## src/rtl/cpu_pkg.sv

```systemverilog
// Shared encodings for the accumulator CPU control path: opcodes, ALU
// functions, mux selects, sequencer states and the control-word types.
package cpu_pkg;

   localparam int unsigned OP_BITS  = 6;
   localparam int unsigned ALU_BITS = 3;
   localparam int unsigned ST_BITS  = 3;

   // Opcodes (IR[5:0])
   localparam logic [OP_BITS-1:0] OP_CLA = 6'h01;
   localparam logic [OP_BITS-1:0] OP_COM = 6'h02;
   localparam logic [OP_BITS-1:0] OP_SHR = 6'h03;
   localparam logic [OP_BITS-1:0] OP_CSL = 6'h04;
   localparam logic [OP_BITS-1:0] OP_ADD = 6'h05;
   localparam logic [OP_BITS-1:0] OP_STA = 6'h06;
   localparam logic [OP_BITS-1:0] OP_LDA = 6'h07;
   localparam logic [OP_BITS-1:0] OP_JMP = 6'h08;
   localparam logic [OP_BITS-1:0] OP_STP = 6'h09;
   localparam logic [OP_BITS-1:0] OP_BAN = 6'h0A;

   // ALU functions
   localparam logic [ALU_BITS-1:0] ALU_PASS = 3'b000;
   localparam logic [ALU_BITS-1:0] ALU_CSL  = 3'b100;
   localparam logic [ALU_BITS-1:0] ALU_SHR  = 3'b101;
   localparam logic [ALU_BITS-1:0] ALU_COM  = 3'b110;

   // Datapath mux selects
   localparam logic [1:0] MUX_A = 2'b00;
   localparam logic [1:0] MUX_B = 2'b01;

   // Sequencer states
   localparam logic [ST_BITS-1:0] S_FETCH  = 3'd0;
   localparam logic [ST_BITS-1:0] S_DECODE = 3'd1;
   localparam logic [ST_BITS-1:0] S_EXEC   = 3'd2;
   localparam logic [ST_BITS-1:0] S_MEM    = 3'd3;
   localparam logic [ST_BITS-1:0] S_WB     = 3'd4;
   localparam logic [ST_BITS-1:0] S_HALT   = 3'd5;

   // Where DECODE sends an instruction
   typedef enum logic [2:0] {
      CLS_NOP  = 3'd0,
      CLS_EXEC = 3'd1,
      CLS_MEM  = 3'd2,
      CLS_STA  = 3'd3,
      CLS_HALT = 3'd4,
      CLS_TRAP = 3'd5
   } op_class_e;

   // Datapath control word for EXEC or WB; pc_wr_cond gates pc_wr on ACC sign
   typedef struct packed {
      logic                acc_wr_en;
      logic                acc_rst;
      logic                pc_wr_en;
      logic                pc_wr_cond;
      logic [ALU_BITS-1:0] alu_op;
      logic [1:0]          mux1_sel;
      logic [1:0]          mux2_sel;
      logic [1:0]          mux3_sel;
      logic [1:0]          mux4_sel;
   } dp_ctrl_t;

   // Registered sequencer outputs
   typedef struct packed {
      logic                mem_req;
      logic                mem_addr_sel;
      logic                mm_wr_en;
      logic                pc_wr_en;
      logic                acc_wr_en;
      logic                acc_rst;
      logic                halted;
      logic [ALU_BITS-1:0] alu_op;
      logic [1:0]          mux1_sel;
      logic [1:0]          mux2_sel;
      logic [1:0]          mux3_sel;
      logic [1:0]          mux4_sel;
   } ctrl_out_t;

   // Expand a datapath control word into the output set, resolving BAN
   function automatic ctrl_out_t dp_to_out(input dp_ctrl_t w, input logic neg);
      ctrl_out_t o;
      o           = '0;
      o.pc_wr_en  = w.pc_wr_en | (w.pc_wr_cond & neg);
      o.acc_wr_en = w.acc_wr_en;
      o.acc_rst   = w.acc_rst;
      o.alu_op    = w.alu_op;
      o.mux1_sel  = w.mux1_sel;
      o.mux2_sel  = w.mux2_sel;
      o.mux3_sel  = w.mux3_sel;
      o.mux4_sel  = w.mux4_sel;
      return o;
   endfunction

endpackage

```

## src/rtl/ctrl_decode.sv

```systemverilog
// Combinational opcode decoder: instruction class plus EXEC and WB control
// words. With ILLEGAL_TRAP_EN defined, unknown opcodes are classed as traps;
// otherwise they decode as NOP.
module ctrl_decode
   import cpu_pkg::*;
#(
   parameter int unsigned OP_W = 6
) (
   input  logic [OP_W-1:0] op,
   output op_class_e       cls,
   output dp_ctrl_t        exec_word,
   output dp_ctrl_t        wb_word
);

   // Opcode table
   always_comb begin
      cls       = CLS_NOP;
      exec_word = '0;
      wb_word   = '0;
      case (op)
         OP_W'(OP_CLA): begin
            cls               = CLS_EXEC;
            exec_word.acc_rst = 1'b1;
         end
         OP_W'(OP_COM): begin
            cls                 = CLS_EXEC;
            exec_word.acc_wr_en = 1'b1;
            exec_word.alu_op    = ALU_COM;
            exec_word.mux1_sel  = MUX_B;
            exec_word.mux2_sel  = MUX_B;
         end
         OP_W'(OP_SHR): begin
            cls                 = CLS_EXEC;
            exec_word.acc_wr_en = 1'b1;
            exec_word.alu_op    = ALU_SHR;
            exec_word.mux1_sel  = MUX_B;
            exec_word.mux2_sel  = MUX_B;
         end
         OP_W'(OP_CSL): begin
            cls                 = CLS_EXEC;
            exec_word.acc_wr_en = 1'b1;
            exec_word.alu_op    = ALU_CSL;
            exec_word.mux1_sel  = MUX_B;
            exec_word.mux2_sel  = MUX_B;
         end
         OP_W'(OP_JMP): begin
            cls                = CLS_EXEC;
            exec_word.pc_wr_en = 1'b1;
         end
         OP_W'(OP_BAN): begin
            cls                  = CLS_EXEC;
            exec_word.pc_wr_cond = 1'b1;
            exec_word.mux3_sel   = MUX_B;
            exec_word.mux4_sel   = MUX_B;
         end
         OP_W'(OP_ADD): begin
            cls               = CLS_MEM;
            wb_word.acc_wr_en = 1'b1;
            wb_word.alu_op    = ALU_PASS;
            wb_word.mux1_sel  = MUX_B;
            wb_word.mux2_sel  = MUX_B;
         end
         OP_W'(OP_LDA): begin
            cls               = CLS_MEM;
            wb_word.acc_wr_en = 1'b1;
            wb_word.alu_op    = ALU_PASS;
            wb_word.mux1_sel  = MUX_A;
            wb_word.mux2_sel  = MUX_A;
         end
         OP_W'(OP_STA): cls = CLS_STA;
         OP_W'(OP_STP): cls = CLS_HALT;
         default: begin
`ifdef ILLEGAL_TRAP_EN
            cls = CLS_TRAP;
`else
            cls = CLS_NOP;
`endif
         end
      endcase
   end

endmodule

```

## src/rtl/multicycle_ctrl.sv

```systemverilog
// Multi-cycle sequencer for the accumulator CPU. Walks each instruction
// through FETCH/DECODE/EXEC/MEM/WB, shares the memory port via req/ack and
// halts with a sticky bus error if a request waits TIMEOUT cycles.
// Optional macro ILLEGAL_TRAP_EN adds the trap output and halts on unknown
// opcodes. ir_ld/pc_inc follow mem_ack in the same cycle; all other outputs
// are registered from the next state.
module multicycle_ctrl
   import cpu_pkg::*;
#(
   parameter int unsigned OP_W     = 6,
   parameter int unsigned ALU_OP_W = 3,
   parameter int unsigned TIMEOUT  = 16
) (
   input  logic                clk,
   input  logic                rst,
   input  logic                start,
   input  logic [OP_W-1:0]     ir_op,
   input  logic                acc_neg,
   input  logic                mem_ack,
   output logic                mem_req,
   output logic                mem_addr_sel,
   output logic                ir_ld,
   output logic                pc_inc,
   output logic                pc_wr_en,
   output logic                acc_wr_en,
   output logic                acc_rst,
   output logic                mm_wr_en,
   output logic [ALU_OP_W-1:0] alu_op,
   output logic [1:0]          mux1_sel,
   output logic [1:0]          mux2_sel,
   output logic [1:0]          mux3_sel,
   output logic [1:0]          mux4_sel,
   output logic                halted,
   output logic                bus_err
`ifdef ILLEGAL_TRAP_EN
   ,
   output logic                trap
`endif
);

   localparam logic        TIMEOUT_ON = (TIMEOUT != 0);
   localparam int unsigned CNT_W      = (TIMEOUT < 2) ? 1 : $clog2(TIMEOUT);
   localparam logic [CNT_W-1:0] CNT_LAST = CNT_W'(TIMEOUT_ON ? TIMEOUT - 1 : 0);

   logic [ST_BITS-1:0] state, state_d;
   ctrl_out_t          out_q, out_d;
   logic               bus_err_q, bus_err_d;
   logic [CNT_W-1:0]   cnt, cnt_d;
   op_class_e          cls;
   dp_ctrl_t           exec_word, wb_word;
   logic               ack_c, wait_c, timeout_c;
`ifdef ILLEGAL_TRAP_EN
   logic               trap_q, trap_d;
`endif

   ctrl_decode #(
      .OP_W (OP_W)
   ) u_decode (
      .op        (ir_op),
      .cls       (cls),
      .exec_word (exec_word),
      .wb_word   (wb_word)
   );

   // Handshake qualifiers: ack only counts while a request is outstanding
   assign ack_c     = out_q.mem_req & mem_ack;
   assign wait_c    = out_q.mem_req & ~mem_ack;
   assign timeout_c = TIMEOUT_ON & wait_c & (cnt == CNT_LAST);

   // Next state, timeout counter and next registered outputs
   always_comb begin
      state_d   = state;
      bus_err_d = bus_err_q;
`ifdef ILLEGAL_TRAP_EN
      trap_d    = trap_q;
`endif
      out_d     = '0;

      case (state)
         S_FETCH: begin
            if (ack_c) begin
               state_d = S_DECODE;
            end else if (timeout_c) begin
               state_d   = S_HALT;
               bus_err_d = 1'b1;
            end
         end
         S_DECODE: begin
            case (cls)
               CLS_EXEC: state_d = S_EXEC;
               CLS_MEM,
               CLS_STA:  state_d = S_MEM;
               CLS_HALT: state_d = S_HALT;
`ifdef ILLEGAL_TRAP_EN
               CLS_TRAP: begin
                  state_d = S_HALT;
                  trap_d  = 1'b1;
               end
`endif
               default:  state_d = S_FETCH;
            endcase
         end
         S_EXEC: state_d = S_FETCH;
         S_MEM: begin
            if (ack_c) begin
               state_d = (cls == CLS_STA) ? S_FETCH : S_WB;
            end else if (timeout_c) begin
               state_d   = S_HALT;
               bus_err_d = 1'b1;
            end
         end
         S_WB: state_d = S_FETCH;
         S_HALT: begin
            if (start) begin
               state_d   = S_FETCH;
               bus_err_d = 1'b0;
`ifdef ILLEGAL_TRAP_EN
               trap_d    = 1'b0;
`endif
            end
         end
         default: state_d = S_FETCH;
      endcase

      cnt_d = (TIMEOUT_ON && wait_c && (state_d == state)) ? cnt + CNT_W'(1) : '0;

      case (state_d)
         S_FETCH: out_d.mem_req = 1'b1;
         S_EXEC:  out_d = dp_to_out(exec_word, acc_neg);
         S_MEM: begin
            out_d.mem_req      = 1'b1;
            out_d.mem_addr_sel = 1'b1;
            out_d.mm_wr_en     = (cls == CLS_STA);
         end
         S_WB:    out_d = dp_to_out(wb_word, acc_neg);
         S_HALT:  out_d.halted = 1'b1;
         default: out_d = '0;
      endcase
   end

   // State and output registers with synchronous reset
   always_ff @(posedge clk) begin
      if (rst) begin
         state     <= S_FETCH;
         out_q     <= '0;
         bus_err_q <= 1'b0;
         cnt       <= '0;
`ifdef ILLEGAL_TRAP_EN
         trap_q    <= 1'b0;
`endif
      end else begin
         state     <= state_d;
         out_q     <= out_d;
         bus_err_q <= bus_err_d;
         cnt       <= cnt_d;
`ifdef ILLEGAL_TRAP_EN
         trap_q    <= trap_d;
`endif
      end
   end

   // IR load and PC increment coincide with the fetch acknowledge
   assign ir_ld  = (state == S_FETCH) & ack_c;
   assign pc_inc = (state == S_FETCH) & ack_c;

   assign mem_req      = out_q.mem_req;
   assign mem_addr_sel = out_q.mem_addr_sel;
   assign pc_wr_en     = out_q.pc_wr_en;
   assign acc_wr_en    = out_q.acc_wr_en;
   assign acc_rst      = out_q.acc_rst;
   assign mm_wr_en     = out_q.mm_wr_en;
   assign alu_op       = ALU_OP_W'(out_q.alu_op);
   assign mux1_sel     = out_q.mux1_sel;
   assign mux2_sel     = out_q.mux2_sel;
   assign mux3_sel     = out_q.mux3_sel;
   assign mux4_sel     = out_q.mux4_sel;
   assign halted       = out_q.halted;
   assign bus_err      = bus_err_q;
`ifdef ILLEGAL_TRAP_EN
   assign trap         = trap_q;
`endif

endmodule

```

## config.mk

```make
export PLATFORM = sky130hd
export DESIGN_NAME = multicycle_ctrl
export DESIGN_NICKNAME = d
export VERILOG_FILES = /design/src/rtl/cpu_pkg.sv /design/src/rtl/ctrl_decode.sv /design/src/rtl/multicycle_ctrl.sv
export SDC_FILE = /design/constraint.sdc
export NUM_CORES = 1
export LEC_CHECK = 0
export CAP_MARGIN = 20
export CORE_AREA = 2 2 52 54
export CTS_CLUSTER_DIAMETER = 200
export CTS_CLUSTER_SIZE = 16
export DETAILED_ROUTE_END_ITERATION = 16
export DIE_AREA = 0 0 54 56
export PLACE_DENSITY = 0.75
export SYNTH_ARGS = -nofsm -noshare
export SYNTH_HDL_FRONTEND = slang
export SYNTH_SLANG_ARGS = --single-unit
export TNS_END_PERCENT = 10
```

## constraint.sdc

```tcl
create_clock -name clk -period 2.5 [get_ports clk]
set_input_delay 0.625 -clock clk [delete_from_list [all_inputs] [get_ports clk]]
set_output_delay 0.625 -clock clk [all_outputs]
set_load 0.1 [all_outputs]
```

---- Word-level counts from Yosys, hierarchy flattened ----
Index checks and enable logic that the tools add are counted.
word-level totals
  bits of input ports ..................... 11
  flip-flop bits (word level) ............. 26
  output and inout port bits .............. 21
  logic and storage cells ................. 89
operators by class
  reduce and logical (&&, ||, !) cells .... 13
  eq/ne operators ......................... 26
  mux-type cells .......................... 25
  add/subtract/negate cells ............... 1
  bitwise operators ....................... 9
operators with widths
  cell                 number
  $eq 6x3->1 const B   4
  $pmux 3 s4           2
  $pmux 11 s2          1
  $mux 3               7
  $pmux 7 s3           1
  $eq 6x4->1 const B   3
  $eq 3x2->1 const B   5
  $eq 3x3->1 const B   4
  $eq 6x2->1 const B   2
  $reduce_or 2->1      6
  $mux 1               10
  $pmux 3 s3           1
  $eq 3x1->1 const B   2
  $eq 6x1->1 const B   1
  $logic_not 3->1      2
  $pmux 3 s2           1
  $reduce_or 6->1      1
  $and 1x1->1          5
  $add 4x1->4 const B  1
  $eq 4x4->1 const B   1
  $ne 2x2->1 const B   2
  $reduce_and 4->1     1
  $eq 3x3->1           1
  $not 1->1            3
  other kinds (7)      7

---- Depth between registers and ports, before layout ----
Gate-level depths: netlist (run 1).
  depth in word-level cells ............... 11
  depth in mapped cells ................... 6
  depth with buffers taken out ............ 6

---- By module ----
From an unflattened synthesis (run 1), not the netlist that was laid out.
second synthesis, totals
  cell total of the unflattened synthesis .. 162
  area, all modules ....................... 1508.9 um^2
modules (own cells, without submodules)
  module           area each (um^2)  cells an instance  seq. area each (um^2)  times used
  multicycle_ctrl  1143.6            113                520.5                  1
  ctrl_decode      365.4             49                 0.0                    1

---- Least setup slack after synthesis (run 1) ----
No wires, ideal clock.
  kind .................................... register -> output
  from .................................... register out_q, in the netlist mem_req
  to ...................................... output pc_inc
  setup slack ............................. -0.683 ns
  required time ........................... 1.875 ns
  stages on the path, launching flop included .. 4
  path buffers ............................ 1
  arrival ................................. 2.558 ns
  path through ............................ dfxtp_1 nor4b_1 and2_1 buf_4
between the ends
  longest elaborated chain between the ends .. 2
RTL lines
  item                    RTL line                RTL
  from (decl)             multicycle_ctrl.sv:46   ctrl_out_t out_q, out_d;
  from (signal assigned)  multicycle_ctrl.sv:153  out_q <= out_d;
  $and 1x1->1             multicycle_ctrl.sv:66   assign ack_c = out_q.mem_req & mem_ack;
  $and 1x1->1             -
  to (decl)               multicycle_ctrl.sv:23   output logic pc_inc,
No other way between the ends.

---- Worst setup path after layout (run 1) ----
  from .................................... input ir_op[3]
  to ...................................... register cnt[2]
between the ends
  longest elaborated chain between the ends .. 11
  elaborated cells on any way between the ends .. 26
  those cells by class .................... eq/ne (15); mux (5); bitwise (1); reduce/logical (5)
RTL lines
  item                                                                 RTL line                                       RTL
  from (decl)                                                          multicycle_ctrl.sv:17                          input logic [OP_W-1:0] ir_op,
  $eq 6x1->1 (tied with other cells)                                   ctrl_decode.sv:20                              case (op)
  $reduce_or 6->1 (no source line) or $reduce_or 2->1 (tied branches)  -
  $pmux 3 s4 *                                                         ctrl_decode.sv:20
  $eq 3x2->1 (on tied branches)                                        multicycle_ctrl.sv:89, multicycle_ctrl.sv:106
  $reduce_or 2->1 or $mux 3 (tied branches)                            multicycle_ctrl.sv:89, multicycle_ctrl.sv:106
  $pmux 3 s3 or $mux 3 (tied branches)                                 multicycle_ctrl.sv:89, multicycle_ctrl.sv:105
  $pmux 3 s4 *                                                         multicycle_ctrl.sv:79                          case (state)
  $eq 3x3->1 *                                                         multicycle_ctrl.sv:125                         cnt_d = (TIMEOUT_ON && wait_c && (state_d == state)) ? cnt + CNT_W'(1) : '0;
  $logic_and 1x1->1 *                                                  multicycle_ctrl.sv:125
  $not 1->1 (no source line) *                                         -
  $reduce_or 2->1 (no source line) *                                   -
  to (signal assigned)                                                 multicycle_ctrl.sv:155                         cnt <= cnt_d;
  to (decl)                                                            multicycle_ctrl.sv:48                          logic [CNT_W-1:0] cnt, cnt_d;
Every way passes the cells marked *; elsewhere a longest branch is shown, timed or not.
A chain may end at the register's enable or synchronous reset.

==> results of run 1 <==
power breakdown:
group	total, W	internal, W	leakage, nW	switching, W
registers	0.000326	0.000322	0.162	0.00000426
logic	0.000151	0.0000560	0.445	0.0000946
clock network	0.000266	0.000162	0.0279	0.000104
synth_stat cells (2+ instances only):
master	n
nor3_1	2
a21oi_1	6
o21a_1	2
buf_4	7
nand2b_1	7
nor2b_1	3
nand2_1	4
or3b_1	2
and2_1	4
a21o_1	3
o31ai_1	2
o211ai_1	2
nand3_1	3
o2bb2ai_1	2
nor4_2	3
buf_2	2
dfxtp_1	20
and3_1	3
nor2_1	10
inv_1	5
or2_1	2
metrics by stage:
stage	power (W)	instances	TNS, ps
final	0.000743	188	0
after global routing	0.000771	188	0
after CTS	0.000747	188	0
after detailed placement	0.000483	184	-856
after global placement	0.000481	184	-417
after floorplan	0.000432	122	0
worst max-delay path by stage:
stage | to | slack [ps]
3_3_place_gp | cnt[1] | -90
6_report | cnt[2] | 190
5_1_grt | cnt[2] | 130
4_1_cts | cnt[2] | 190
3_5_place_dp | cnt[2] | -120
2_1_floorplan | pc_inc | 120
cell usage in the layout (no fill, tap or decap), drive strengths merged, types with 2 or more instances in the layout:
master and count:
a21oi 6, o211ai 2, clkbuf 3, or3b 2
nor3b 2, nand2b 7, nor2 10, o21a 2
dfxtp 20, nor3 3, conb 4, o31ai 2
a21o 3, nor2b 3, nand2 4, nand3 4
nor4b 2, and2 5, nor4 4, buf 33
and3 3, o2bb2ai 2, clkdlybuf4s50 10, or2 2
inv 5
registers in the layout (all words and copies together), names as in the netlist:
| signal | cells |
|---|---|
| bus_err | 1 |
| mem_req | 1 |
| pc_wr_en | 1 |
| mem_addr_sel | 1 |
| mux3_sel | 1 |
| state | 3 |
| acc_wr_en | 1 |
| alu_op | 3 |
| halted | 1 |
| acc_rst | 1 |
| cnt | 4 |
| mm_wr_en | 1 |
| mux1_sel | 1 |
final cells by class:
class / instances / area, sq um
clock inverter: 1 / 30.0
clock buffer: 3 / 22.5
sequential: 20 / 402
timing repair buffer: 43 / 373
multi-input combinational: 86 / 601
inverter: 5 / 18.8
fill: 221 / 948
tap: 30 / 37.5
layer usage:
layer  vias to the layer above  track usage (%)  share of wire (%)
li1                        489                -                  -
met3                         2             5.65                7.3
met2                        38             31.0                 52
met1                       445             20.7                 40
met5                         -                0                  0
met4                         0             4.29               0.61
kinds of logic after synthesis:
family          Yosys count
simple gates             56
compound gates           22
flops                    20
buf+inv                  16
xor+xnor                  2
fa+ha+maj                 1
other cells               1
mux                       1
worst max-delay path, stage by stage:
cell             delay (ps)
clkdlybuf4s50_1         530
or4b_4                  610
o211ai_1                190
and4b_1                 220
o2111a_1                240
and2_1                  150
==> flow_metrics.tcl, run 1 <==
set metrics [dict create \
    status "finished, final reports clean" \
    io_pins 32 \
    yosysTopAreaCell "dfxtp_1" \
    startpoint "ir_op[3]" \
    area_growth_pct 37.0 \
    vias_per_cell 5.18 \
    p_leak_nw 0.635 \
    clock-sinks 20 \
    p_per_area_mw_per_mm2 501 \
    place.gp.congestion 0.846 \
    initial_utilization_pct 44.5 \
    gr-total-overflow 0 \
    timing.fmax_mhz 433 \
    coreArea_sq_mm 0.00243 \
    synthAdderAreaFrac_pct 1.15 \
    clock_path_buffers 2 \
    cap_viol_max_count 0 \
    worst-endpoint-arrival_ps 2570 \
    fin_util_pct 61.0 \
    portBuffers 27 \
    clk_pin_slew_ps 110 \
    synth_top_area_share_pct 37.0 \
    grt_max_degree 13 \
    place_ws_ps -124 \
    worst_pin_slew_ps 517 \
    antenna_found_initial 0 \
    min_period_over_period_pct 92.4 \
    slew_headroom_pct 65.5 \
    rsz0062_at_grt "false" \
    min_from "cnt[0]" \
    yosysSeqAreaShare_pct 37.0 \
    cts_made_buffers 3 \
    syn_area_sq_mm 0.00108 \
    die-width_um 54 \
    setup-violations-final 0 \
    cts_setup_buffers 0 \
    grt.total_usage_pct 17.9 \
    finalCriticalPeriod_ps 2310 \
    drive_gt1_share_pct 30.4 \
    rows 18 \
    die_h_um 56 \
    r2r_end "cnt[2]" \
    layout_setup_ws_ps 189 \
    hp-class "reg -> reg" \
    synth_edf_count 0 \
    yosys-top-cells-area "dfxtp_1 (37%), buf_4 (4.8%), nand2b_1 (4.0%)" \
    r2r_start "state[0]" \
    dp_hpwl_mm 1.96 \
    ant_nets 0 \
    drt_iter0_drc 14 \
    htreeDepth 1 \
    whs_endpoint "cnt[0]" \
    hold_viol 0 \
    cp_data_required_time_ps 2750 \
    synth-seq-cells 20 \
    yosys.area_share.simple_pct 35.2 \
    design_area_sq_mm 0.00148 \
    synthFlopType "dfxtp_1" \
    grt_pass1_wl_mm 4.06 \
    ctsResizeCount 0 \
    cp_max_fo 8 \
    synth_top_family_by_area "simple AND/OR/NAND/NOR gates" \
    hold_slack_ps 458 \
    place_area_sq_mm 0.00143 \
    r2r_slack_ps 540 \
    synth_compound_area_share_pct 14.9 \
    dieArea_sq_mm 0.00302 \
    route.vias.total 974 \
    nNetsFinal 171 \
    wire_per_inst_um 13.2 \
    syn-instance-count 119 \
    synthXorXnorAreaFrac_pct 1.62 \
    vdd_drop_max_mv 0.540 \
    grt_pass1_vias 948 \
    ys.warnings.count 0 \
    yosysUniqueCellTypes 46 \
    yosys-mux-area-fraction_pct 0.924 \
    hold_buffers 0 \
    synthArstFlopShare_pct 0 \
    whs_path_depth 1 \
    drt-total-wl_mm 2.48 \
    syn_avg_cell_area_sq_um 9.11 \
    insertion_delay_ps 300 \
    start_kind "input pin" \
    root_buffer "clkbuf_4" \
    diodes 0 \
    maxSlewViolCount 0 \
    drcViolationCount 0 \
    end_kind "flip-flop" \
    cts_tree "yes" \
    finalClockSkew_ps 3.40 \
    dr.pass1.iters 4 \
    reg2reg_depth 5 \
    path_class "in -> reg" \
]
Power figures use the tool's default switching activity.
==> inputs of run 2 (changes only) <==
--- a/config.mk
+++ b/config.mk
@@ -12,6 +12,7 @@
 export DETAILED_ROUTE_END_ITERATION = 16
 export DIE_AREA = 0 0 54 56
 export PLACE_DENSITY = 0.75
+export REMOVE_ABC_BUFFERS = 1
 export SYNTH_ARGS = -nofsm -noshare
 export SYNTH_HDL_FRONTEND = slang
 export SYNTH_SLANG_ARGS = --single-unit
==> run 2 against run 1 <==
Highest routed layer unchanged. Worst hold slack gained 2.3 ps. Cell count grew 0.53%. Critical path type is now in -> out. Sequential power is essentially flat. Sequential share of layout area shrank 0.15 points. Largest power group unchanged. Via count grew 0.92%. First-iteration DRC count is the same. Worst setup slack lost 54 ps. Critical endpoint is now pc_inc. Flip-flop and latch count is the same.
==> flow_metrics.tcl, run 2 (synthesized netlist as in run 1, its figures left out) <==
set metrics [dict create \
    wire_per_inst_um 12.1 \
    cpMaxStageDelayCell "clkdlybuf4s50_1" \
    htreeDepth 1 \
    route.vias.total 983 \
    largest-register "cnt" \
    p_clk_share_pct 35.7 \
    timing.critical_path.max_delay_family "buffers and inverters" \
    netSwitchingFraction_pct 27.1 \
    hold_viol 0 \
    cts_setup_buffers 0 \
    p_per_area_mw_per_mm2 498 \
    dieArea_sq_mm 0.00302 \
    finalPower_w 0.000741 \
    reg2reg_depth 6 \
    grt.total_usage_pct 17.1 \
    dr.pass1.iters 4 \
    finalCriticalPeriod_ps 2360 \
    clock_path_buffers 2 \
    fillerInstances 206 \
    cp_data_required_time_ps 1880 \
    place.gp.congestion 0.907 \
    power_frac_comb_pct 20.3 \
    antenna_found_initial 0 \
    slew_headroom_pct 64.3 \
    cp_max_fo 4 \
    design_area_sq_mm 0.00149 \
    drt_iter0_drc 14 \
    p_int_w 0.000540 \
    insertion_delay_ps 310 \
    io_pins 32 \
    whs_path_depth 1 \
    setup-violations-final 0 \
    gr-total-overflow 0 \
    whs_endpoint "cnt[0]" \
    power_frac_seq_pct 44.0 \
    dp_hpwl_mm 1.85 \
    worst_pin_slew_ps 535 \
    r2r_end "alu_op[0]" \
    finalClockSkew_ps 10.0 \
    r2r_slack_ps 520 \
    initial_utilization_pct 44.5 \
    p_sw_w 0.000201 \
    rsz0062_at_grt "false" \
    cts_made_buffers 3 \
    fin_tns_setup_ps 0 \
    cap_viol_max_count 0 \
    hold_buffers 0 \
    r2r_start "cnt[0]" \
    grt_pass1_vias 933 \
    vias_per_cell 5.20 \
    crit_buf_inv 3 \
    grt_max_degree 13 \
    crit_path_cell_trace "clkdlybuf4s50_1 > buf_4 > and2_1 > buf_12" \
    ctsResizeCount 0 \
    most-common-layout-cells "buf_4 (32), dfxtp_1 (20), nor2_1 (10), clkdlybuf4s50_1 (10), nand2b_1 (7)" \
    drcViolationCount 0 \
    final_common_cell "buf_4" \
    maxSlewViolCount 0 \
    grt_pass1_wl_mm 3.97 \
    start_kind "input pin" \
    clock-sinks 20 \
    drive_gt1_share_pct 29.6 \
    ant_nets 0 \
    coreArea_sq_mm 0.00243 \
    timing.fmax_mhz 423 \
    cpPeakStageDelay_ps 530 \
    die_h_um 56 \
    largest_reg_flops 4 \
    diodes 0 \
    path_class "in -> out" \
    vdd_drop_max_mv 0.332 \
    root_buffer "clkbuf_4" \
    end_kind "output port" \
    drt-total-wl_mm 2.29 \
    place_area_sq_mm 0.00144 \
    hp-class "reg -> reg" \
    clk_pin_slew_ps 120 \
    p_leak_nw 0.637 \
    worst-endpoint-arrival_ps 1740 \
    rows 18 \
    area_growth_pct 37.3 \
    portBuffers 27 \
    min_period_over_period_pct 94.6 \
    status "finished, final reports clean" \
    min_from "cnt[0]" \
    cts_tree "yes" \
    die-width_um 54 \
    nNetsFinal 172 \
]
## run 2: changes by cell type in the layout (fill, tap and decap cells not counted)
cell	delta
and2_4	-1
and2_1	+1
dfxtp_1	+1
buf_4	+1
dfxtp_2	-1
## run 2: worst max-delay path by stage
stage / start / endpoint / slack [ps] / depth (start not counted)
6_report: mem_ack / pc_inc / 140 / 4
5_1_grt: ir_op[2] / alu_op[0] / 0.5 / 7
4_1_cts: ir_op[2] / cnt[2] / 140 / 6
3_5_place_dp: ir_op[2] / cnt[2] / -170 / 6
3_3_place_gp: ir_op[2] / cnt[1] / -140 / 6
2_1_floorplan: mem_req / ir_ld / -890 / 2
## run 2: power by group through the flow
| stage | clock (W) | sequential [W] | combinational (W) |
|---|---|---|---|
| detailed placement | 0 | 0.000333 | 0.000150 |
| CTS | 0.000269 | 0.000326 | 0.000150 |
| floorplan | 0 | 0.000343 | 0.0000744 |
| global placement | 0 | 0.000333 | 0.000148 |
| global route | 0.000283 | 0.000327 | 0.000160 |
| finish | 0.000265 | 0.000326 | 0.000150 |
## run 2: area by class of cell
type	instances	area [sq um]	area share (%)
Multi-Input combinational cell	86	598	40.2
Sequential cell	20	400	26.9
Timing Repair Buffer	44	380	25.6
Tap cell	30	37.5	2.52
Clock inverter	1	30.0	2.02
Clock buffer	3	22.5	1.51
Inverter	5	18.8	1.26
## run 2: layer usage
layer	wire [um]	GRT usage (%)
met2	1120	27.5
met4	21	6.07
met1	989	22.0
met5	0	0
met3	161	3.49
## run 2: through the flow
step / hold WS, ps / util [%] / worst slack, ps / cells
floorplan: 421 / - / -891 / 111
global placement: 430 / 59.0 / -144 / 185
detailed placement: 444 / 59.0 / -172 / 185
CTS: 462 / 61.2 / 137 / 189
global route: 481 / 61.2 / 0.462 / 189
finish: 461 / 61.2 / 135 / 189
